File: config.mk
export PLATFORM = sky130hd
export DESIGN_NAME = decoder_scan_sequencer
export DESIGN_NICKNAME = d
export VERILOG_FILES = /design/src/rtl/decoder_scan_sequencer.sv
export SDC_FILE = /design/constraint.sdc
export NUM_CORES = 1
export LEC_CHECK = 0
export CORE_MARGIN = 2
export CORE_UTILIZATION = 45
export DETAILED_ROUTE_END_ITERATION = 10
export PLACE_DENSITY_LB_ADDON = 0.2
export SETUP_SLACK_MARGIN = 0.15
export SLEW_MARGIN = 20
export SYNTH_ARGS = -nofsm -noshare
export SYNTH_HDL_FRONTEND = slang
export SYNTH_SLANG_ARGS = --single-unit
File: constraint.sdc
create_clock -name clk -period 4.29 [get_ports clk]
set_input_delay 1.287 -clock clk [delete_from_list [all_inputs] [get_ports clk]]
set_output_delay 1.287 -clock clk [all_outputs]
set_load 0.005 [all_outputs]
File: src/rtl/decoder_scan_sequencer.sv
// Round-robin select/enable driver for a 2-to-4 decoder with a blanking gap before every select change.
// Optional `DECODER_SCAN_MASK_EN`: honour the phase mask; when undefined all four phases are always scanned.
module decoder_scan_sequencer #(
  parameter int unsigned DWELL_W   = 8,
  parameter int unsigned BLANK_CYC = 2
) (
  input  logic               clk,
  input  logic               rst_n,
  input  logic               start,
  input  logic               stop,
  input  logic [DWELL_W-1:0] dwell,
  input  logic [3:0]         mask,
  output logic [1:0]         A,
  output logic               E,
  output logic               busy,
  output logic               wrap
);

  typedef enum logic [1:0] {
    S_IDLE,
    S_BLANK,
    S_ACTIVE
  } state_e;

  localparam logic [3:0]         BLANK_LD = 4'(BLANK_CYC);
  localparam logic [DWELL_W-1:0] DWELL_ONE = DWELL_W'(1);

  state_e             state_q, state_d;
  logic [1:0]         a_q, a_d;
  logic               e_q, e_d;
  logic               busy_q, busy_d;
  logic               wrap_q, wrap_d;
  logic [3:0]         blank_cnt_q, blank_cnt_d;
  logic [DWELL_W-1:0] dwell_cnt_q, dwell_cnt_d;

  logic [3:0]         mask_eff;
  logic [1:0]         first_phase;
  logic [1:0]         next_phase;
  logic [DWELL_W-1:0] dwell_ld;

`ifdef DECODER_SCAN_MASK_EN
  assign mask_eff = mask;
`else
  logic mask_unused;
  assign mask_unused = ^mask;
  assign mask_eff    = 4'hF;
`endif

  function automatic logic [1:0] lowest_enabled(input logic [3:0] m);
    logic [1:0] r;
    r = '0;
    for (int unsigned i = 4; i > 0; i--) begin
      if (m[i-1]) r = 2'(i - 1);
    end
    return r;
  endfunction

  // Search upward from the phase after cur; i == 4 lands back on cur for a single enabled phase.
  function automatic logic [1:0] next_enabled(input logic [1:0] cur, input logic [3:0] m);
    logic [1:0] r;
    logic [1:0] idx;
    logic       found;
    r     = cur;
    found = 1'b0;
    for (int unsigned i = 1; i <= 4; i++) begin
      idx = cur + 2'(i);
      if (!found && m[idx]) begin
        r     = idx;
        found = 1'b1;
      end
    end
    return r;
  endfunction

  assign first_phase = lowest_enabled(mask_eff);
  assign next_phase  = next_enabled(a_q, mask_eff);
  assign dwell_ld    = (dwell == '0) ? DWELL_ONE : dwell;

  always_comb begin
    state_d     = state_q;
    a_d         = a_q;
    e_d         = e_q;
    busy_d      = busy_q;
    wrap_d      = 1'b0;
    blank_cnt_d = blank_cnt_q;
    dwell_cnt_d = dwell_cnt_q;

    if (stop) begin
      state_d     = S_IDLE;
      e_d         = 1'b0;
      busy_d      = 1'b0;
      blank_cnt_d = '0;
      dwell_cnt_d = '0;
    end else begin
      case (state_q)
        S_IDLE: begin
          if (start && (mask_eff != '0)) begin
            state_d     = S_BLANK;
            a_d         = first_phase;
            busy_d      = 1'b1;
            blank_cnt_d = BLANK_LD;
          end
        end
        S_BLANK: begin
          if (blank_cnt_q <= 4'd1) begin
            state_d     = S_ACTIVE;
            e_d         = 1'b1;
            blank_cnt_d = '0;
            dwell_cnt_d = dwell_ld;
          end else begin
            blank_cnt_d = blank_cnt_q - 4'd1;
          end
        end
        S_ACTIVE: begin
          if (dwell_cnt_q <= DWELL_ONE) begin
            e_d         = 1'b0;
            dwell_cnt_d = '0;
            if (mask_eff == '0) begin
              state_d = S_IDLE;
              busy_d  = 1'b0;
            end else begin
              state_d     = S_BLANK;
              a_d         = next_phase;
              wrap_d      = (next_phase <= a_q);
              blank_cnt_d = BLANK_LD;
            end
          end else begin
            dwell_cnt_d = dwell_cnt_q - DWELL_ONE;
          end
        end
        default: begin
          state_d     = S_IDLE;
          e_d         = 1'b0;
          busy_d      = 1'b0;
          blank_cnt_d = '0;
          dwell_cnt_d = '0;
        end
      endcase
    end
  end

  always_ff @(posedge clk or negedge rst_n) begin
    if (!rst_n) begin
      state_q     <= S_IDLE;
      a_q         <= '0;
      e_q         <= 1'b0;
      busy_q      <= 1'b0;
      wrap_q      <= 1'b0;
      blank_cnt_q <= '0;
      dwell_cnt_q <= '0;
    end else begin
      state_q     <= state_d;
      a_q         <= a_d;
      e_q         <= e_d;
      busy_q      <= busy_d;
      wrap_q      <= wrap_d;
      blank_cnt_q <= blank_cnt_d;
      dwell_cnt_q <= dwell_cnt_d;
    end
  end

  assign A    = a_q;
  assign E    = e_q;
  assign busy = busy_q;
  assign wrap = wrap_q;

endmodule

### Word-level counts from Yosys, hierarchy flattened

Index checks and enable logic that the tools add are counted.

| word-level totals | value |
|---|---|
| memories kept | 0 |
| output and inout port bits | 5 |
| input port bits | 16 |
| flip-flop bits (word level) | 19 |
| bits in latches | 0 |
| ROM bits | 0 |
| logic and storage cells | 88 |
| memory bits (writable) | 0 |

| operators by class | value |
|---|---|
| multipliers | 0 |
| $lt $le $gt $ge | 7 |
| divide/modulo/power cells | 0 |
| bitwise operators | 1 |
| shift-type cells | 0 |
| reduce and logical (&&, ||, !) cells | 16 |
| equal/unequal tests | 9 |
| $add $sub $neg | 5 |
| mux-type cells | 43 |

Operators by type and width:

| cell | number |
|---|---|
| 2-to-1 mux 8 bit | 4 |
| case mux 8 bit (3 select lines) | 1 |
| 2-to-1 mux 2 bit | 10 |
| 2-to-1 mux 4 bit | 4 |
| 2-to-1 mux 1 bit | 15 |
| < comparator 2 x 3 -> 1 bit, second input constant | 4 |
| case mux 4 bit (3 select lines) | 1 |
| != test 3 bit, second input constant | 3 |
| binary-select mux 1 bit (select 2 bit) | 4 |
| less-or-equal comparator 8 x 1 -> 1 bit, second input constant | 1 |
| zero test 8 bit | 1 |
| subtractor 8 x 1 -> 8 bit, second input constant | 1 |
| != test 2 bit, second input constant | 3 |
| case mux 2 bit (3 select lines) | 1 |
| AND reduction 2 bit | 3 |
| AND reduction 3 bit | 2 |
| adder 2 bit, second input constant | 2 |
| less-or-equal comparator 4 x 1 -> 1 bit, second input constant | 1 |
| case mux 2 bit (2 select lines) | 1 |
| AND reduction 4 bit | 1 |
| subtractor 4 x 1 -> 4 bit, second input constant | 1 |
| logical AND 1 bit | 3 |
| zero test 1 bit | 3 |
| case mux 1 bit (3 select lines) | 1 |
| other kinds (10) | 10 |

### Logic depth before layout (Yosys ltp)

Gate-level depths: netlist (run 1).

| logic depth | value |
|---|---|
| depth after elaboration | 17 |
| mapped depth | 7 |
| gate-level depth less buffers | 6 |

### Least setup slack after synthesis (run 1)

Ideal clock, no wire load.

| timing | value |
|---|---|
| path kind | in2reg |
| start point | input stop |
| end point | register dwell_cnt_q[7] |
| library setup time | 116 ps |
| slack | 2117 ps |
| data required time | 4174 ps |
| cell stages on the path | 4 |
| arrival | 2057 ps |
| buffers on the path | 0 |
| cell sequence | nand2b_1 nor2_1 nand2_1 o311ai_0 |

| between the ends | value |
|---|---|
| word-level cells in the longest chain between the ends | 2 |
| elaborated cells on any way between the ends | 4 |
| classes of those cells | eq/ne (2); mux (1); reduce/logical (1) |

RTL lines:

| element | line | text |
|---|---|---|
| from (decl) | 10 | `input logic stop,` |
| != test 3 bit (no source line) / != test 2 bit (equally long branches) | n/a |  |
| AND reduction 2 bit (no source line) | n/a |  |
| to (signal assigned) | 158 | `dwell_cnt_q <= dwell_cnt_d;` |
| to (decl) | 34 | `logic [DWELL_W-1:0] dwell_cnt_q, dwell_cnt_d;` |

Parallel ways exist; a longest one is shown, timed or not.
A chain may end at the register's enable or synchronous reset.

### Worst setup path in the final report (run 1)

Ends and elaborated chain as after synthesis.

==> run_summary.xml, run 1 <==
<?xml version="1.0" encoding="UTF-8"?>
<metrics>
  <group name="outcome">
    <metric name="outcome" unit="">finished, final reports clean</metric>
  </group>
  <group name="synthesis">
    <metric name="mappedNetlistArea" unit="mm^2">0.00134</metric>
    <metric name="synth_cells" unit="">143</metric>
    <metric name="synth-seq-area-share" unit="">0.355</metric>
    <metric name="synth-main-ff-cell" unit="">dfrtp_1</metric>
    <metric name="yosys_warnings" unit="">0</metric>
    <metric name="share_of_flip_flops_with_an_asynchronous_set_or_reset" unit="">1.00</metric>
    <metric name="syn-num-nets" unit="">169</metric>
    <metric name="post_synth_edffs" unit="">0</metric>
    <metric name="synth.avg_cell_area" unit="um^2">9.36</metric>
    <metric name="synth_seq_cells" unit="">19</metric>
    <metric name="netlist-cell-type-count" unit="">39</metric>
  </group>
  <group name="cts">
    <metric name="cts_hold_repair.buffers" unit="">0</metric>
    <metric name="post_cts_setup_repair_bufs" unit="">0</metric>
    <metric name="max_buffers_root_to_sink" unit="">2</metric>
    <metric name="cts_sinks" unit="">19</metric>
    <metric name="cell_chosen_for_the_clock_root" unit="">clkbuf_4</metric>
    <metric name="cts-htree-levels" unit="">1</metric>
    <metric name="cts.repair.resized" unit="">0</metric>
    <metric name="cts.reportedPaths.clkPinSlew" unit="ps">120</metric>
    <metric name="clock_latency" unit="ps">300</metric>
    <metric name="number_of_clock_buffers_inserted_by_tritoncts" unit="">3</metric>
    <metric name="cts_tree" unit="">done</metric>
  </group>
  <group name="route">
    <metric name="drc" unit="">0</metric>
    <metric name="vias" unit="">1234</metric>
    <metric name="route.detailed.vias_per_inst" unit="">6.63</metric>
    <metric name="first_pass_iters" unit="">4</metric>
    <metric name="drt.antenna.violating_nets" unit="">0</metric>
    <metric name="detail_route.wl_per_cell" unit="um">18.1</metric>
    <metric name="routed_wirelength" unit="um">3370</metric>
    <metric name="drtIter0Drc" unit="">75</metric>
  </group>
  <group name="die">
    <metric name="placement_rows" unit="">19</metric>
    <metric name="die_w" unit="um">58.5</metric>
    <metric name="initial_core_util" unit="">0.481</metric>
    <metric name="die_ar" unit="mm^2">0.00343</metric>
    <metric name="die_y" unit="um">58.5</metric>
    <metric name="num_io_pins" unit="">21</metric>
    <metric name="fp.coreArea" unit="mm^2">0.00278</metric>
  </group>
  <group name="sta">
    <metric name="rsz0062_at_grt" unit="">false</metric>
    <metric name="timing.final.max_slew_violations" unit="">0</metric>
    <metric name="part_of_the_cycle_the_worst_path_needs" unit="">0.688</metric>
    <metric name="post-route-min-period" unit="ps">2950</metric>
    <metric name="setup-tns-final" unit="ps">0</metric>
    <metric name="max_freq" unit="MHz">339</metric>
    <metric name="worstMarginPinSlew" unit="ps">886</metric>
    <metric name="setup_viol" unit="">0</metric>
    <metric name="timing.max_slew.rel_slack" unit="">0.408</metric>
    <metric name="clock_tree_skew_after_final_layout" unit="ps">6.74</metric>
    <metric name="final_hold_violation_count" unit="">0</metric>
  </group>
  <group name="critical_path">
    <metric name="path_class" unit="">primary input to flip-flop</metric>
    <metric name="reg2reg_setup_slack" unit="ps">2030</metric>
    <metric name="crit_path_max_fanout" unit="">14</metric>
    <metric name="timing.critical_path.from_type" unit="">primary input</metric>
    <metric name="crit-reg2reg-launch" unit="">blank_cnt_q[0]$_DFFE_PN0P_</metric>
    <metric name="reg2regPathDepth" unit="">6</metric>
    <metric name="cpMaxStageDelayCell" unit="">clkdlybuf4s50_1</metric>
    <metric name="crit_required" unit="ps">4480</metric>
    <metric name="arrival_time_worst_endpoint" unit="ps">3150</metric>
    <metric name="cp_num_buf_inv" unit="">1</metric>
    <metric name="critical_path.max_stage_delay" unit="ps">680</metric>
    <metric name="critical-path-top-delay-family" unit="">simple AND/OR/NAND/NOR gates</metric>
    <metric name="cells_along_the_critical_path" unit="">clkdlybuf4s50_1 &gt; nand2b_1 &gt; nor2_1 &gt; nand2_1 &gt; o311ai_0</metric>
    <metric name="reg_to_reg_endpoint" unit="">dwell_cnt_q[7]$_DFFE_PN0P_</metric>
    <metric name="critPathCaptureType" unit="">flip-flop</metric>
  </group>
  <group name="pwr">
    <metric name="power_density" unit="mW/mm^2">374</metric>
    <metric name="power.ir.vdd_worst" unit="mV">0.308</metric>
    <metric name="total_power" unit="W">0.000568</metric>
    <metric name="leakage" unit="nW">0.646</metric>
  </group>
  <group name="hold_path">
    <metric name="hold_depth" unit="">1</metric>
    <metric name="holdCritStartpoint" unit="">dwell_cnt_q[6]$_DFFE_PN0P_</metric>
    <metric name="min_path_type" unit="">flip-flop to flip-flop</metric>
    <metric name="worst_hold_path.endpoint" unit="">dwell_cnt_q[6]$_DFFE_PN0P_</metric>
  </group>
  <group name="cells_and_area">
    <metric name="final_common_cell" unit="">dfrtp_1</metric>
    <metric name="fin_nets" unit="">182</metric>
    <metric name="post_route_cells_drive_above_1_share" unit="">0.0645</metric>
    <metric name="area.growth.synth_to_final" unit="%">13.6</metric>
    <metric name="antennaDiodeCount" unit="">0</metric>
    <metric name="commonest_non_fill_non_tap_cells_in_the_layout" unit="">dfrtp_1, clkdlybuf4s50_1, inv_1, ha_1, nor2_1</metric>
    <metric name="final.fill_count" unit="">265</metric>
  </group>
  <group name="placed_design">
    <metric name="gp_routability_congestion" unit="">0.915</metric>
    <metric name="dp_hpwl" unit="um">2390</metric>
    <metric name="i_o_buffers" unit="">16</metric>
  </group>
  <group name="global_routing">
    <metric name="grt_first_pass_wirelength" unit="um">5710</metric>
    <metric name="groute.usage.overall" unit="">0.216</metric>
    <metric name="pin_count_of_the_biggest_net_entering_global_routing" unit="">20</metric>
    <metric name="global_route.overflow_total" unit="">0</metric>
    <metric name="grt_antenna_before_repair" unit="">0</metric>
    <metric name="first_global_vias" unit="">1226</metric>
  </group>
  <group name="job">
    <metric name="drv_cap" unit="">0</metric>
  </group>
</metrics>
==> state kept, by name, summed over array words and instances, names as in the netlist <==
register,flops
A,2
E,1
blank_cnt_q,4
busy,1
dwell_cnt_q,8
state_q,2
wrap,1
==> cell type report <==
class                           count  area (um^2)  area share
Multi-Input combinational cell    102          766       0.504
Sequential cell                    19          475       0.313
Timing Repair Buffer               16          160       0.105
Inverter                           14         52.6      0.0346
Tap cell                           31         38.8      0.0255
Clock buffer                        3         22.5      0.0148
Clock inverter                      1         5.00     0.00329
==> stage by stage <==
| stage | setup WS (ps) | hold WS, ps | instance area [um^2] | cells | util |
|---|---|---|---|---|---|
| 6_report | 1340 | 536 | 1520 | 186 | 0.547 |
| 5_1_grt | 1240 | 578 | 1520 | 186 | 0.547 |
| 4_1_cts | 1400 | 537 | 1520 | 186 | 0.547 |
| 3_5_place_dp | 1100 | 511 | 1490 | 182 | 0.537 |
| 3_3_place_gp | 1090 | 501 | 1490 | 182 | 0.537 |
| 2_1_floorplan | 2120 | 472 | 1340 | 143 | - |
==> worst reg2reg max path: stages, from the launching register on <==
cell,delay [ps]
dfrtp_1,450
inv_1,80
ha_1,190
nor2_1,80
o31ai_2,620
nand2_1,340
o311ai_0,400
==> synth_stat cells (all sizes together) (6+ instances only) <==
cell,instances,share of area
nand2,7,0.020
nand4,7,0.037
nor3,6,0.022
nor2,9,0.025
o31ai,6,0.048
ha,10,0.093
dfrtp,19,0.36
clkbuf,6,0.017
inv,13,0.036
o211ai,6,0.034
==> routing by layer <==
layer  vias up  global-route usage  routed length (um)
met5         -                   0                   0
met4         0               0.103                  27
met3         4              0.0330                 252
met2        58               0.316                1480
met1       591               0.310                1610
li1        581                   -                   -
==> power by group <==
group,internal [W],switching [W],leakage [nW],total [W]
registers,0.000199,0.0000195,0.261,0.000218
clock network,0.0000348,0.0000620,0.0177,0.0000967
logic,0.0000992,0.000154,0.367,0.000253
total,0.000333,0.000235,0.646,0.000568
==> how the worst max path moves through the flow <==
stage	startpoint	endpoint	slack, ps	cells past startpoint
floorplan	stop	dwell_cnt_q[7]$_DFFE_PN0P_	2120	4
global placement	stop	dwell_cnt_q[7]$_DFFE_PN0P_	1090	5
detailed placement	stop	dwell_cnt_q[7]$_DFFE_PN0P_	1100	5
CTS	stop	dwell_cnt_q[7]$_DFFE_PN0P_	1400	5
global route	stop	dwell_cnt_q[7]$_DFFE_PN0P_	1240	5
finish	stop	dwell_cnt_q[7]$_DFFE_PN0P_	1340	5
==> cell families (layout without fill, tap and decap cells) <==
| logic type | count (synthesis) | count (layout) | share of synthesized area |
|---|---|---|---|
| buffers and inverters | 22 | 34 | 0.0729 |
| multiplexers | 2 | 2 | 0.0187 |
| adder cells (fa/ha/maj) | 10 | 10 | 0.0935 |
| AO/OA/AOI/OAI | 43 | 43 | 0.268 |
| flip-flops | 19 | 19 | 0.355 |
| AND/OR/NAND/NOR | 47 | 47 | 0.192 |
Note: power is estimated with default switching activity, not from simulation.
==> run 2: changes to the inputs <==
==> constraint.sdc (replaced) <==
create_clock -name clk -period 2.5 [get_ports clk]
set_input_delay 0.75 -clock clk [delete_from_list [all_inputs] [get_ports clk]]
set_output_delay 0.75 -clock clk [all_outputs]
set_load 0.005 [all_outputs]
==> run 2 against run 1 <==
  * Highest routed layer unchanged
  * Final area up 2.9%
  * Final cell count up 3.2%
  * First-iteration DRC count down 2.7%
  * Hold slack better by 5.7 ps
  * Critical path type is now flip-flop to flip-flop
  * Total power up 73%
  * Sequential share of layout area down 0.88 points
  * Sequential power up 72%
  * Clock skew down 2.3 ps
  * Register-to-register slack worse by 1600 ps
  * Core utilization up 1.6 points
  * Clock power up 61%
==> run_summary.xml, run 2 (synthesized netlist as in run 1, its figures left out) <==
<?xml version="1.0" encoding="UTF-8"?>
<metrics>
  <group name="critical_path">
    <metric name="crit_end" unit="">A[0]$_DFFE_PN0P_</metric>
    <metric name="timing.critical_path.from_type" unit="">flip-flop</metric>
    <metric name="reg2reg_setup_slack" unit="ps">420</metric>
    <metric name="crit_path_max_fanout" unit="">9</metric>
    <metric name="reg_to_reg_endpoint" unit="">A[0]$_DFFE_PN0P_</metric>
    <metric name="arrival_time_worst_endpoint" unit="ps">2260</metric>
    <metric name="reg2regPathDepth" unit="">4</metric>
    <metric name="worstSetupStartpoint" unit="">dwell_cnt_q[5]$_DFFE_PN0P_</metric>
    <metric name="crit_required" unit="ps">2680</metric>
    <metric name="path_class" unit="">flip-flop to flip-flop</metric>
    <metric name="critPathCaptureType" unit="">flip-flop</metric>
    <metric name="crit-reg2reg-launch" unit="">dwell_cnt_q[5]$_DFFE_PN0P_</metric>
  </group>
  <group name="cts">
    <metric name="cts-htree-levels" unit="">1</metric>
    <metric name="post_cts_setup_repair_bufs" unit="">0</metric>
    <metric name="cts_tree" unit="">done</metric>
    <metric name="cts.repair.resized" unit="">0</metric>
    <metric name="clock_latency" unit="ps">290</metric>
    <metric name="cell_chosen_for_the_clock_root" unit="">clkbuf_4</metric>
    <metric name="cts.reportedPaths.clkPinSlew" unit="ps">110</metric>
    <metric name="number_of_clock_buffers_inserted_by_tritoncts" unit="">3</metric>
    <metric name="cts_hold_repair.buffers" unit="">0</metric>
    <metric name="max_buffers_root_to_sink" unit="">2</metric>
    <metric name="cts_sinks" unit="">19</metric>
  </group>
  <group name="route">
    <metric name="drt.antenna.violating_nets" unit="">0</metric>
    <metric name="route.detailed.vias_per_inst" unit="">6.52</metric>
    <metric name="routed_wirelength" unit="um">3320</metric>
    <metric name="drtIter0Drc" unit="">73</metric>
    <metric name="vias" unit="">1251</metric>
    <metric name="detail_route.wl_per_cell" unit="um">17.3</metric>
    <metric name="drc" unit="">0</metric>
    <metric name="first_pass_iters" unit="">4</metric>
  </group>
  <group name="cells_and_area">
    <metric name="commonest_non_fill_non_tap_cells_in_the_layout" unit="">dfrtp_1, clkdlybuf4s50_1, inv_1, ha_1, nor2_1</metric>
    <metric name="final.fill_count" unit="">252</metric>
    <metric name="fin_nets" unit="">188</metric>
    <metric name="most_flop_heavy_register" unit="">dwell_cnt_q</metric>
    <metric name="largest_registers" unit="">dwell_cnt_q (8), blank_cnt_q (4)</metric>
    <metric name="post-route-util" unit="">0.562</metric>
    <metric name="flip_flop_count_of_the_largest_register_after_layout" unit="">8</metric>
    <metric name="post_route_cells_drive_above_1_share" unit="">0.0932</metric>
    <metric name="antennaDiodeCount" unit="">0</metric>
    <metric name="final_common_cell" unit="">dfrtp_1</metric>
    <metric name="area.growth.synth_to_final" unit="%">16.8</metric>
  </group>
  <group name="sta">
    <metric name="rsz0062_at_grt" unit="">false</metric>
    <metric name="part_of_the_cycle_the_worst_path_needs" unit="">0.832</metric>
    <metric name="worstMarginPinSlew" unit="ps">827</metric>
    <metric name="setup-tns-final" unit="ps">0</metric>
    <metric name="setup_viol" unit="">0</metric>
    <metric name="max_freq" unit="MHz">481</metric>
    <metric name="clock_tree_skew_after_final_layout" unit="ps">4.47</metric>
    <metric name="timing.final.max_slew_violations" unit="">0</metric>
    <metric name="final_hold_violation_count" unit="">0</metric>
    <metric name="timing.max_slew.rel_slack" unit="">0.446</metric>
    <metric name="post-route-min-period" unit="ps">2080</metric>
  </group>
  <group name="pwr">
    <metric name="power_density" unit="mW/mm^2">627</metric>
    <metric name="total_power" unit="W">0.000980</metric>
    <metric name="leakage" unit="nW">0.673</metric>
    <metric name="power.ir.vdd_worst" unit="mV">0.639</metric>
  </group>
  <group name="placed_design">
    <metric name="dp_hpwl" unit="um">2510</metric>
    <metric name="i_o_buffers" unit="">16</metric>
    <metric name="gp_routability_congestion" unit="">0.884</metric>
  </group>
  <group name="die">
    <metric name="die_ar" unit="mm^2">0.00343</metric>
    <metric name="die_y" unit="um">58.5</metric>
    <metric name="fp.coreArea" unit="mm^2">0.00278</metric>
    <metric name="num_io_pins" unit="">21</metric>
    <metric name="initial_core_util" unit="">0.481</metric>
    <metric name="die_w" unit="um">58.5</metric>
    <metric name="placement_rows" unit="">19</metric>
  </group>
  <group name="global_routing">
    <metric name="global_route.overflow_total" unit="">0</metric>
    <metric name="grt_antenna_before_repair" unit="">0</metric>
    <metric name="groute.usage.overall" unit="">0.213</metric>
    <metric name="pin_count_of_the_biggest_net_entering_global_routing" unit="">20</metric>
    <metric name="grt_first_pass_wirelength" unit="um">5570</metric>
    <metric name="first_global_vias" unit="">1151</metric>
  </group>
  <group name="hold_path">
    <metric name="min_path_type" unit="">flip-flop to flip-flop</metric>
  </group>
  <group name="outcome">
    <metric name="outcome" unit="">finished, final reports clean</metric>
  </group>
  <group name="job">
    <metric name="drv_cap" unit="">0</metric>
  </group>
</metrics>
[run 2: cell count changes in the layout (fill, tap and decap cells not counted)]
cell / delta
buf_4: +6
clkbuf_1: +1
clkinv_2: -1
[run 2: per-stage QoR]
stage	cells	worst slack, ps	hold WS, ps	area, um^2
3_3_place_gp	188	227	500	1540
2_1_floorplan	143	646	454	1340
6_report	192	421	542	1560
4_1_cts	192	440	536	1560
5_1_grt	192	233	552	1560
3_5_place_dp	188	242	511	1540
[run 2: worst min-delay path by stage]
stage                               startpoint                         end  slack [ps]  cells past startpoint
finish              dwell_cnt_q[6]$_DFFE_PN0P_  dwell_cnt_q[6]$_DFFE_PN0P_         540                      1
global route        dwell_cnt_q[6]$_DFFE_PN0P_  dwell_cnt_q[6]$_DFFE_PN0P_         550                      1
CTS                 dwell_cnt_q[6]$_DFFE_PN0P_  dwell_cnt_q[6]$_DFFE_PN0P_         540                      1
detailed placement  dwell_cnt_q[6]$_DFFE_PN0P_  dwell_cnt_q[6]$_DFFE_PN0P_         510                      1
global placement    dwell_cnt_q[6]$_DFFE_PN0P_  dwell_cnt_q[6]$_DFFE_PN0P_         500                      1
floorplan                                rst_n            A[0]$_DFFE_PN0P_         450                      0
[run 2: cell type report]
cell class / count / area, um^2 / share of cell area
multi-input combinational: 102 / 766 / 0.490
inverter: 14 / 52.6 / 0.0336
tap: 31 / 38.8 / 0.0248
clock buffer: 4 / 26.3 / 0.0168
sequential: 19 / 475 / 0.304
timing repair buffer: 22 / 205 / 0.131
[run 2: worst max-delay path, cell delays in order (launching register included)]
cell	delay, ps
dfrtp_1	440
or3_1	510
o31ai_4	480
nand4_2	210
mux2_4	330
[run 2: layer usage]
| layer | vias to the layer above | global-route usage | share of wire |
|---|---|---|---|
| li1 | 594 | - | - |
| met1 | 597 | 0.318 | 0.47 |
| met2 | 58 | 0.329 | 0.46 |
| met3 | 2 | 0.0352 | 0.063 |
| met4 | 0 | 0.0332 | 0.0036 |
| met5 | - | 0 | 0 |
[run 2: power by group]
| part | switching [W] | internal [W] | total (W) |
|---|---|---|---|
| Clock | 0.0000937 | 0.0000619 | 0.000156 |
| Sequential | 0.0000343 | 0.000341 | 0.000375 |
| Combinational | 0.000267 | 0.000182 | 0.000449 |
| Total | 0.000395 | 0.000585 | 0.000980 |
==> run 3: changes to the inputs <==
==> constraint.sdc (replaced) <==
create_clock -name clk -period 2 [get_ports clk]
set_input_delay 0.6 -clock clk [delete_from_list [all_inputs] [get_ports clk]]
set_output_delay 0.6 -clock clk [all_outputs]
set_load 0.005 [all_outputs]
==> run 3 against run 2 <==
  * Sequential share of layout area is 3.2 points lower
  * Largest cell class unchanged
  * Final area is 12% higher
  * Largest power group unchanged
  * Count of clock-buffer cells in the layout is 1 lower
  * Clock skew is 9.2 ps higher
  * Global-route usage is 2.2 points higher
  * Register-to-register slack worse by 270 ps
  * Combinational power is 50% higher
  * Highest routed layer unchanged
  * Critical endpoint is now dwell_cnt_q[2]$_DFFE_PN0P_
  * Hold slack better by 8.9 ps
  * Critical path type unchanged
  * Via count is 5.0% higher
  * Final cell count is 9.4% higher
==> run_summary.xml, run 3 (synthesized netlist as in run 1, its figures left out) <==
<?xml version="1.0" encoding="UTF-8"?>
<metrics>
  <group name="cts">
    <metric name="cts-htree-levels" unit="">1</metric>
    <metric name="clock_latency" unit="ps">310</metric>
    <metric name="cts_tree" unit="">done</metric>
    <metric name="cts.reportedPaths.clkPinSlew" unit="ps">130</metric>
    <metric name="max_buffers_root_to_sink" unit="">2</metric>
    <metric name="number_of_clock_buffers_inserted_by_tritoncts" unit="">3</metric>
    <metric name="cts_sinks" unit="">19</metric>
    <metric name="cell_chosen_for_the_clock_root" unit="">clkbuf_4</metric>
  </group>
  <group name="sta">
    <metric name="setup-tns-final" unit="ps">0</metric>
    <metric name="clock_tree_skew_after_final_layout" unit="ps">13.7</metric>
    <metric name="timing.max_slew.rel_slack" unit="">0.716</metric>
    <metric name="worstMarginPinSlew" unit="ps">425</metric>
    <metric name="max_freq" unit="MHz">541</metric>
    <metric name="fin_hold_ws" unit="ps">551</metric>
    <metric name="timing.final.max_slew_violations" unit="">0</metric>
    <metric name="post-route-min-period" unit="ps">1850</metric>
    <metric name="part_of_the_cycle_the_worst_path_needs" unit="">0.924</metric>
    <metric name="final_hold_violation_count" unit="">0</metric>
    <metric name="setup_viol" unit="">0</metric>
    <metric name="rsz0062_at_grt" unit="">true</metric>
  </group>
  <group name="cells_and_area">
    <metric name="area.growth.synth_to_final" unit="%">30.8</metric>
    <metric name="fin_nets" unit="">206</metric>
    <metric name="final.fill_count" unit="">245</metric>
    <metric name="antennaDiodeCount" unit="">0</metric>
    <metric name="post_route_cells_drive_above_1_share" unit="">0.223</metric>
    <metric name="final_common_cell" unit="">buf_4</metric>
    <metric name="most_flop_heavy_register" unit="">dwell_cnt_q</metric>
    <metric name="commonest_non_fill_non_tap_cells_in_the_layout" unit="">buf_4, dfrtp_1, clkdlybuf4s50_1, inv_1, ha_1</metric>
    <metric name="largest_registers" unit="">dwell_cnt_q (8), blank_cnt_q (4)</metric>
    <metric name="flip_flop_count_of_the_largest_register_after_layout" unit="">8</metric>
  </group>
  <group name="critical_path">
    <metric name="critPathCaptureType" unit="">flip-flop</metric>
    <metric name="crit_required" unit="ps">2190</metric>
    <metric name="arrival_time_worst_endpoint" unit="ps">2040</metric>
    <metric name="timing.critical_path.from_type" unit="">flip-flop</metric>
    <metric name="crit_path_max_fanout" unit="">8</metric>
    <metric name="path_class" unit="">flip-flop to flip-flop</metric>
  </group>
  <group name="global_routing">
    <metric name="grt_first_pass_wirelength" unit="um">6090</metric>
    <metric name="global_route.overflow_total" unit="">0</metric>
    <metric name="grt_antenna_before_repair" unit="">0</metric>
    <metric name="pin_count_of_the_biggest_net_entering_global_routing" unit="">20</metric>
    <metric name="first_global_vias" unit="">1372</metric>
    <metric name="groute.usage.overall" unit="">0.235</metric>
  </group>
  <group name="route">
    <metric name="route.detailed.vias_per_inst" unit="">6.26</metric>
    <metric name="drt.antenna.violating_nets" unit="">0</metric>
    <metric name="routed_wirelength" unit="um">3660</metric>
    <metric name="first_pass_iters" unit="">4</metric>
    <metric name="detail_route.wl_per_cell" unit="um">17.4</metric>
    <metric name="vias" unit="">1314</metric>
    <metric name="drtIter0Drc" unit="">56</metric>
    <metric name="drc" unit="">0</metric>
  </group>
  <group name="placed_design">
    <metric name="gp_routability_congestion" unit="">0.929</metric>
    <metric name="i_o_buffers" unit="">16</metric>
    <metric name="dp_hpwl" unit="um">2770</metric>
  </group>
  <group name="die">
    <metric name="num_io_pins" unit="">21</metric>
    <metric name="die_w" unit="um">58.5</metric>
    <metric name="fp.coreArea" unit="mm^2">0.00278</metric>
    <metric name="die_ar" unit="mm^2">0.00343</metric>
    <metric name="placement_rows" unit="">19</metric>
    <metric name="die_y" unit="um">58.5</metric>
    <metric name="initial_core_util" unit="">0.481</metric>
  </group>
  <group name="job">
    <metric name="drv_cap" unit="">0</metric>
  </group>
  <group name="pwr">
    <metric name="power_density" unit="mW/mm^2">770</metric>
    <metric name="power.ir.vdd_worst" unit="mV">0.601</metric>
    <metric name="leakage" unit="nW">0.779</metric>
  </group>
  <group name="hold_path">
    <metric name="min_path_type" unit="">flip-flop to flip-flop</metric>
  </group>
  <group name="outcome">
    <metric name="outcome" unit="">finished, final reports clean</metric>
  </group>
</metrics>
run 3: changes by cell type in the layout (fill, tap and decap cells not counted), sizes merged:
cell / delta
clkbuf: -1
buf: +18
dlymetal6s2s: +1
clkinvlp: +1
clkdlybuf4s50: -1
run 3: what timing repair did:
item                       in CTS  in global routing
setup buffers                   1                  2
cloned                          0                  0
hold endpoints to repair        0                  0
resized for setup               5                  8
hold buffers                    0                  0
pin swaps                       0                  6
setup endpoints to repair      10                 15
run 3: per-stage QoR:
step	total power [W]	worst slack, ps	util	cells	instance area (um^2)
6_report	0.00135	153	0.630	210	1750
4_1_cts	0.00133	152	0.616	208	1710
2_1_floorplan	0.000851	169	-	143	1340
3_3_place_gp	0.00107	59.5	0.593	203	1650
3_5_place_dp	0.00109	26.8	0.593	203	1650
5_1_grt	0.00144	120	0.630	210	1750
run 3: path summary, 6_finish.rpt:
kind | cells past startpoint | endpoint | startpoint | slack [ps]
min | 1 | dwell_cnt_q[6]$_DFFE_PN0P_ | dwell_cnt_q[6]$_DFFE_PN0P_ | 550
max reg2reg | 4 | dwell_cnt_q[2]$_DFFE_PN0P_ | dwell_cnt_q[3]$_DFFE_PN0P_ | 150
max in group asynchronous | 2 | dwell_cnt_q[1]$_DFFE_PN0P_ | rst_n | 1180
min in group asynchronous | 2 | dwell_cnt_q[4]$_DFFE_PN0P_ | rst_n | 610
min reg2reg | 1 | dwell_cnt_q[6]$_DFFE_PN0P_ | dwell_cnt_q[6]$_DFFE_PN0P_ | 550
max | 4 | dwell_cnt_q[2]$_DFFE_PN0P_ | dwell_cnt_q[3]$_DFFE_PN0P_ | 150
run 3: report_power, final:
part | leakage, nW | total, W | internal [W] | switching [W]
logic | 0.505 | 0.000672 | 0.000301 | 0.000371
clock network | 0.0139 | 0.000210 | 0.0000764 | 0.000134
registers | 0.260 | 0.000467 | 0.000427 | 0.0000399
total | 0.779 | 0.00135 | 0.000805 | 0.000544
run 3: critical path, cell delays in order (launching register included):
cell	delay, ps
dfrtp_1	400
or3_4	440
o31a_4	430
a311oi_1	340
o32ai_1	120
run 3: final cells by class:
type,count,area (um^2),area share
multi-input combinational,102,803,0.459
sequential,19,477,0.272
timing repair buffer,40,350,0.200
inverter,14,52.6,0.0300
tap,31,38.8,0.0221
clock buffer,3,22.5,0.0129
clock inverter,1,7.51,0.00429
run 3: layer usage:
layer  part of all wire  track usage  vias up
met2               0.51        0.417       32
met4              0.016        0.110        0
met1               0.44        0.283      641
met5                  0            0        -
met3              0.032       0.0242        7
li1                   -            -      634
==> patch 1: new RTL, config.mk and constraints of run 3 <==
Build with the macro `DECODER_SCAN_MASK_EN` defined.
--- a/src/rtl/decoder_scan_sequencer.sv
+++ b/src/rtl/decoder_scan_sequencer.sv
@@ -1,4 +1,6 @@
 // Round-robin select/enable driver for a 2-to-4 decoder with a blanking gap before every select change.
 // Optional `DECODER_SCAN_MASK_EN`: honour the phase mask; when undefined all four phases are always scanned.
+`define DECODER_SCAN_MASK_EN
+
 module decoder_scan_sequencer #(
   parameter int unsigned DWELL_W   = 8,
Behaviour: not the same (a bounded check fails within 4 cycles, from zero or initial values and one cycle with rst_n low).
==> patch 1 against run 3 <==
  * Routed wire length rose by 22%
  * Maximum frequency fell by 0.53%
  * Area after synthesis rose by 8.7%
  * Setup slack got worse by 0.0099 ns
  * Sequential cell count did not move
  * First-iteration DRC count rose by 66%
  * Cell area rose by 24%
  * Critical path type unchanged
Power is not compared: it rests on default switching activity, and its combinational part moved more than twofold at a synthesized area within 25%.
==> patch 1: results (changes against run 3) <==
status=completed; global-route wire length before repair=6.96 mm (+14%); total of max-cap violations=0 (unchanged); ant diodes=0 (unchanged); placed inst area=1920 sq um (+16%); largest net degree at the start of global routing=20 (unchanged); Inst Count DP=252 (+24%); I/O Buffers=20 (+4); initial antenna violation count=0 (unchanged); Worst Skew=0.00780 ns (-0.00587 ns); LEAKAGE=0.994 nW; Vias/cell=5.73 (-8.5%); yosys warns=0 (unchanged); filler cell count=240 (-2.0%); H-tree depth=1 (unchanged); Num CTS Buffers=3 (unchanged); DR iter-0 viols=93 (+66%); drt wl/cell=16.5 um (-5.1%); Max-Slew Margin vs Limit=76.4% (+4.8 points); first drt pass iteration count=4 (unchanged); Worst-path clk slew=0.12 ns; CTS Buffer Depth=2 (unchanged); Post-Syn Nets=192 (+14%); Largest regs=dwell_cnt_q x8, blank_cnt_q x4; GRT Total Usage=25.6% (+2.1 points); Commonest cells post-synth=dfrtp_1 (19), inv_1 (16), nor2_1 (14), ha_1 (11); Synth area leaders=dfrtp_1 (33%), ha_1 (9.5%), inv_1 (4.1%); ys async rst share=100% (unchanged); Max FO, Critical Path=6 (-2); pre-CTS setup slack=-0.427 ns (-0.453 ns); Synth Instances=165 (+15%); Clk Tree Root Cell=clkbuf_4; hold crit path type=reg -> reg; latest clock arrival within the worst-skew pair=0.31 ns (about the same); switching share of power=44.5%; Final Util=71.4% (+8.4 points); layout cells sized above 1=38.9% (+17 points); Total Routed Length=4.46 mm (+22%); sequential fraction of the synthesis area=32.7% (-2.8 points); Unique masters post-synth=45 (+15%); Max VDD drop=673 uV; dpl hpwl=3.06 mm (+11%); GPL Wtd Cong=0.904 (-2.7%)
patch 1: cell types whose count changed in the layout (fill, tap and decap cells not counted), sizes merged, moves of 5 or more:
cell	change
o211ai	-5
nand4	-5
a21oi	+7
nor3	+5
o21ai	+6
buf	+17
nor2	+5
patch 1: path summary, 6_finish.rpt:
check | start | to | cells after the start | slack (ns)
min | busy | busy | 2 | 0.56
min in group asynchronous | rst_n | dwell_cnt_q[5] | 2 | 0.62
min reg2reg | busy | busy | 2 | 0.56
max reg2reg | dwell_cnt_q[1] | A[1] | 7 | 0.14
max | dwell_cnt_q[1] | A[1] | 7 | 0.14
max in group asynchronous | rst_n | A[0] | 2 | 1.15
patch 1: cell families after synthesis:
| kind of cell | Yosys count | share of synthesized area (%) |
|---|---|---|
| AND/OR/NAND/NOR | 57 | 21.0 |
| AO/OA/AOI/OAI | 51 | 26.8 |
| buffers and inverters | 20 | 5.16 |
| flip-flops | 19 | 32.7 |
| adder cells (fa/ha/maj) | 11 | 9.46 |
| multiplexers | 6 | 4.30 |
| XOR/XNOR | 1 | 0.602 |
patch 1: power groups by stage:
stage / Combinational [mW] / Sequential, mW / Clock (mW)
after detailed placement: 1.24 / 0.571 / 0
final: 1.60 / 0.555 / 0.205
after floorplan: 0.800 / 0.539 / 0
after global placement: 1.20 / 0.566 / 0
after CTS: 1.38 / 0.552 / 0.210
after global routing: 1.73 / 0.567 / 0.220
patch 1: timing repair:
item                       CTS  global route
hold endpoints to repair     0             0
resized for setup           30            26
setup buffers                5             9
pin swaps                   10            18
setup endpoints to repair   18            16
patch 1: per-layer routing:
| metal | vias up | track usage [%] | share of wire [%] |
|---|---|---|---|
| li1 | 753 | - | - |
| met1 | 725 | 31.0 | 42 |
| met2 | 56 | 45.3 | 51 |
| met3 | 12 | 3.62 | 5.1 |
| met4 | 0 | 10.9 | 2.2 |
| met5 | - | 0 | 0 |
patch 1: critical path, stage by stage, from the launching register on:
cell     delay [ns]
dfrtp_1        0.41
inv_2          0.08
ha_2           0.19
or2_4          0.16
nand4_1        0.15
a21oi_4        0.30
nand3_2        0.14
mux2_4         0.31
patch 1: cell type report:
type                            count  share of cell area (%)
Multi-Input combinational cell    126                    48.4
Timing Repair Buffer               61                    23.0
Sequential cell                    19                    22.1
Inverter                           16                    2.76
Tap cell                           44                    2.53
Clock buffer                        3                    1.03
Clock inverter                      1                   0.230
==> patch 2: new RTL, settings of run 3 <==
Without the edit above. Register the output `A` once more, cleared by the reset; this adds one clock of latency there. The other outputs are not delayed to match.
--- a/src/rtl/decoder_scan_sequencer.sv
+++ b/src/rtl/decoder_scan_sequencer.sv
@@ -160,5 +160,11 @@
   end
 
-  assign A    = a_q;
+  always_ff @(posedge clk or negedge rst_n) begin
+    if (!rst_n) begin
+      A <= '0;
+    end else begin
+      A <= a_q;
+    end
+  end
   assign E    = e_q;
   assign busy = busy_q;
Formal check against the unedited RTL: not equivalent (a bounded check fails within 10 cycles, from zero or initial values and one cycle with rst_n low).
==> patch 2 against run 3 <==
  * The flow now finishes with violations (setup timing)
  * Total power increased by 36%
  * Routed wire length grew 1.2%
  * Non-clock buffer count up 9
  * Cell area increased by 16%
  * Area after synthesis up 3.9%
  * Clock skew is 0.012 ns lower
  * Setup slack got worse by 0.23 ns
  * Sequential cell count rose by 2
  * Critical path type unchanged
==> patch 2: results (changes against run 3) <==
row count=20 (+1); latest clock arrival within the worst-skew pair=0.31 ns (about the same); Non-clock buffer share=21.2% (+1.2 points); pre-CTS setup slack=-0.105 ns (-0.132 ns); mux cell area share after synthesis=1.53% (-0.34 points); Comb power frac=57.6% (+7.8 points); Max VDD drop=584 uV (-2.9%); nets@finish=216 (+4.9%); Largest regs=dwell_cnt_q x8, blank_cnt_q x4; Clk pwr share=11.6% (-4.0 points); register area=526 sq um (+10%); Multi-input gate area=951 sq um (+18%); Max FO, Critical Path=2 (-6); GPL Wtd Cong=0.870 (-6.4%); largest net degree at the start of global routing=22 (+10%); comb_multi_in=101 (-0.98%); PnR worst setup slack=-0.0796 ns (-0.232 ns); initial antenna violation count=0 (unchanged); WHS=0.419 ns (-0.131 ns); via count=1,338 (+1.8%); Clock Sinks=21 (+2); layout cells sized above 1=34.9% (+13 points); Unique masters post-synth=48 (+23%); CP Launch Point=dwell_cnt_q[1]; path depth of the worst reg2reg path=6 (+2); Avg Cell Area, Syn=9.87 sq um (+5.4%); reg-to-reg endpoint=dwell_cnt_q[6]; post-synthesis xor/xnor area fraction=1.26% (+1.3 points); Worst Skew=0.00122 ns (-0.0125 ns); dpl hpwl=2.56 mm (-7.6%); vias in the first global route=1,220 (-11%); switching share of power=41.6% (+1.2 points); placed inst area=1770 sq um (+7.1%); WP data arrival=2.34 ns (+0.30 ns); global-route wire length before repair=5.49 mm (-9.7%); GRT Total Usage=20.7% (-2.8 points); Synth area leaders=dfrtp_1 (38%), ha_1 (9.0%), inv_1 (3.8%); Inverters=14 (unchanged); Hold Path Depth=0 (-1); filler cell count=230 (-6.1%); Max-Slew Margin vs Limit=76.2% (+4.6 points); sequential fraction of the synthesis area=37.8% (+2.3 points); Post-Syn Nets=167 (-1.2%); Non-CTS buffers=49 (+23%); status=complete, but fails checks; # setup viols final=1 (+1); P_sw=764 uW (+40%); drt wl/cell=16.7 um (-4.2%); Setup TNS=-0.0796 ns (-0.0796 ns); Inst Count DP=211 (+3.9%); LEAKAGE=0.920 nW (+18%); Compound-Gate Fraction of Synth Area=26.3% (-0.47 points); Synth Area in Adders=8.99% (-0.35 points); failing checks=setup timing; PD cells=906 nW/um^2 (+18%); Total Routed Length=3.70 mm (+1.2%)
==> patch 2: repair_timing <==
action,in CTS,in global routing
endpoints found under the setup margin,10,16
gates resized for setup,16,21
setup buffers,3,4
pin swaps,6,11
==> patch 2: worst min path at each step <==
| stage | endpoint | start |
|---|---|---|
| after floorplan | A[0] | rst_n |
| after global placement | A[1] | a_q[1] |
| after detailed placement | A[1] | a_q[1] |
| after CTS | A[1] | a_q[1] |
| after global routing | A[1] | a_q[1] |
| final | A[1] | a_q[1] |
==> patch 2: routing by layer <==
metal  vias up  share of wire (%)  track usage, %  wire length [um]
met5         -                  0               0                 0
met4         0                2.7            8.89               100
met3        11                3.9            2.62               146
met2        42                 52            35.3              1920
met1       646                 41            26.2              1540
li1        639                  -               -                 -
==> patch 2: worst max-delay path: stages (launching register included) <==
cell,delay (ns)
dfrtp_1,0.41
inv_2,0.08
ha_4,0.13
or4b_4,0.46
or4b_4,0.51
a2111oi_4,0.30
a221o_1,0.15
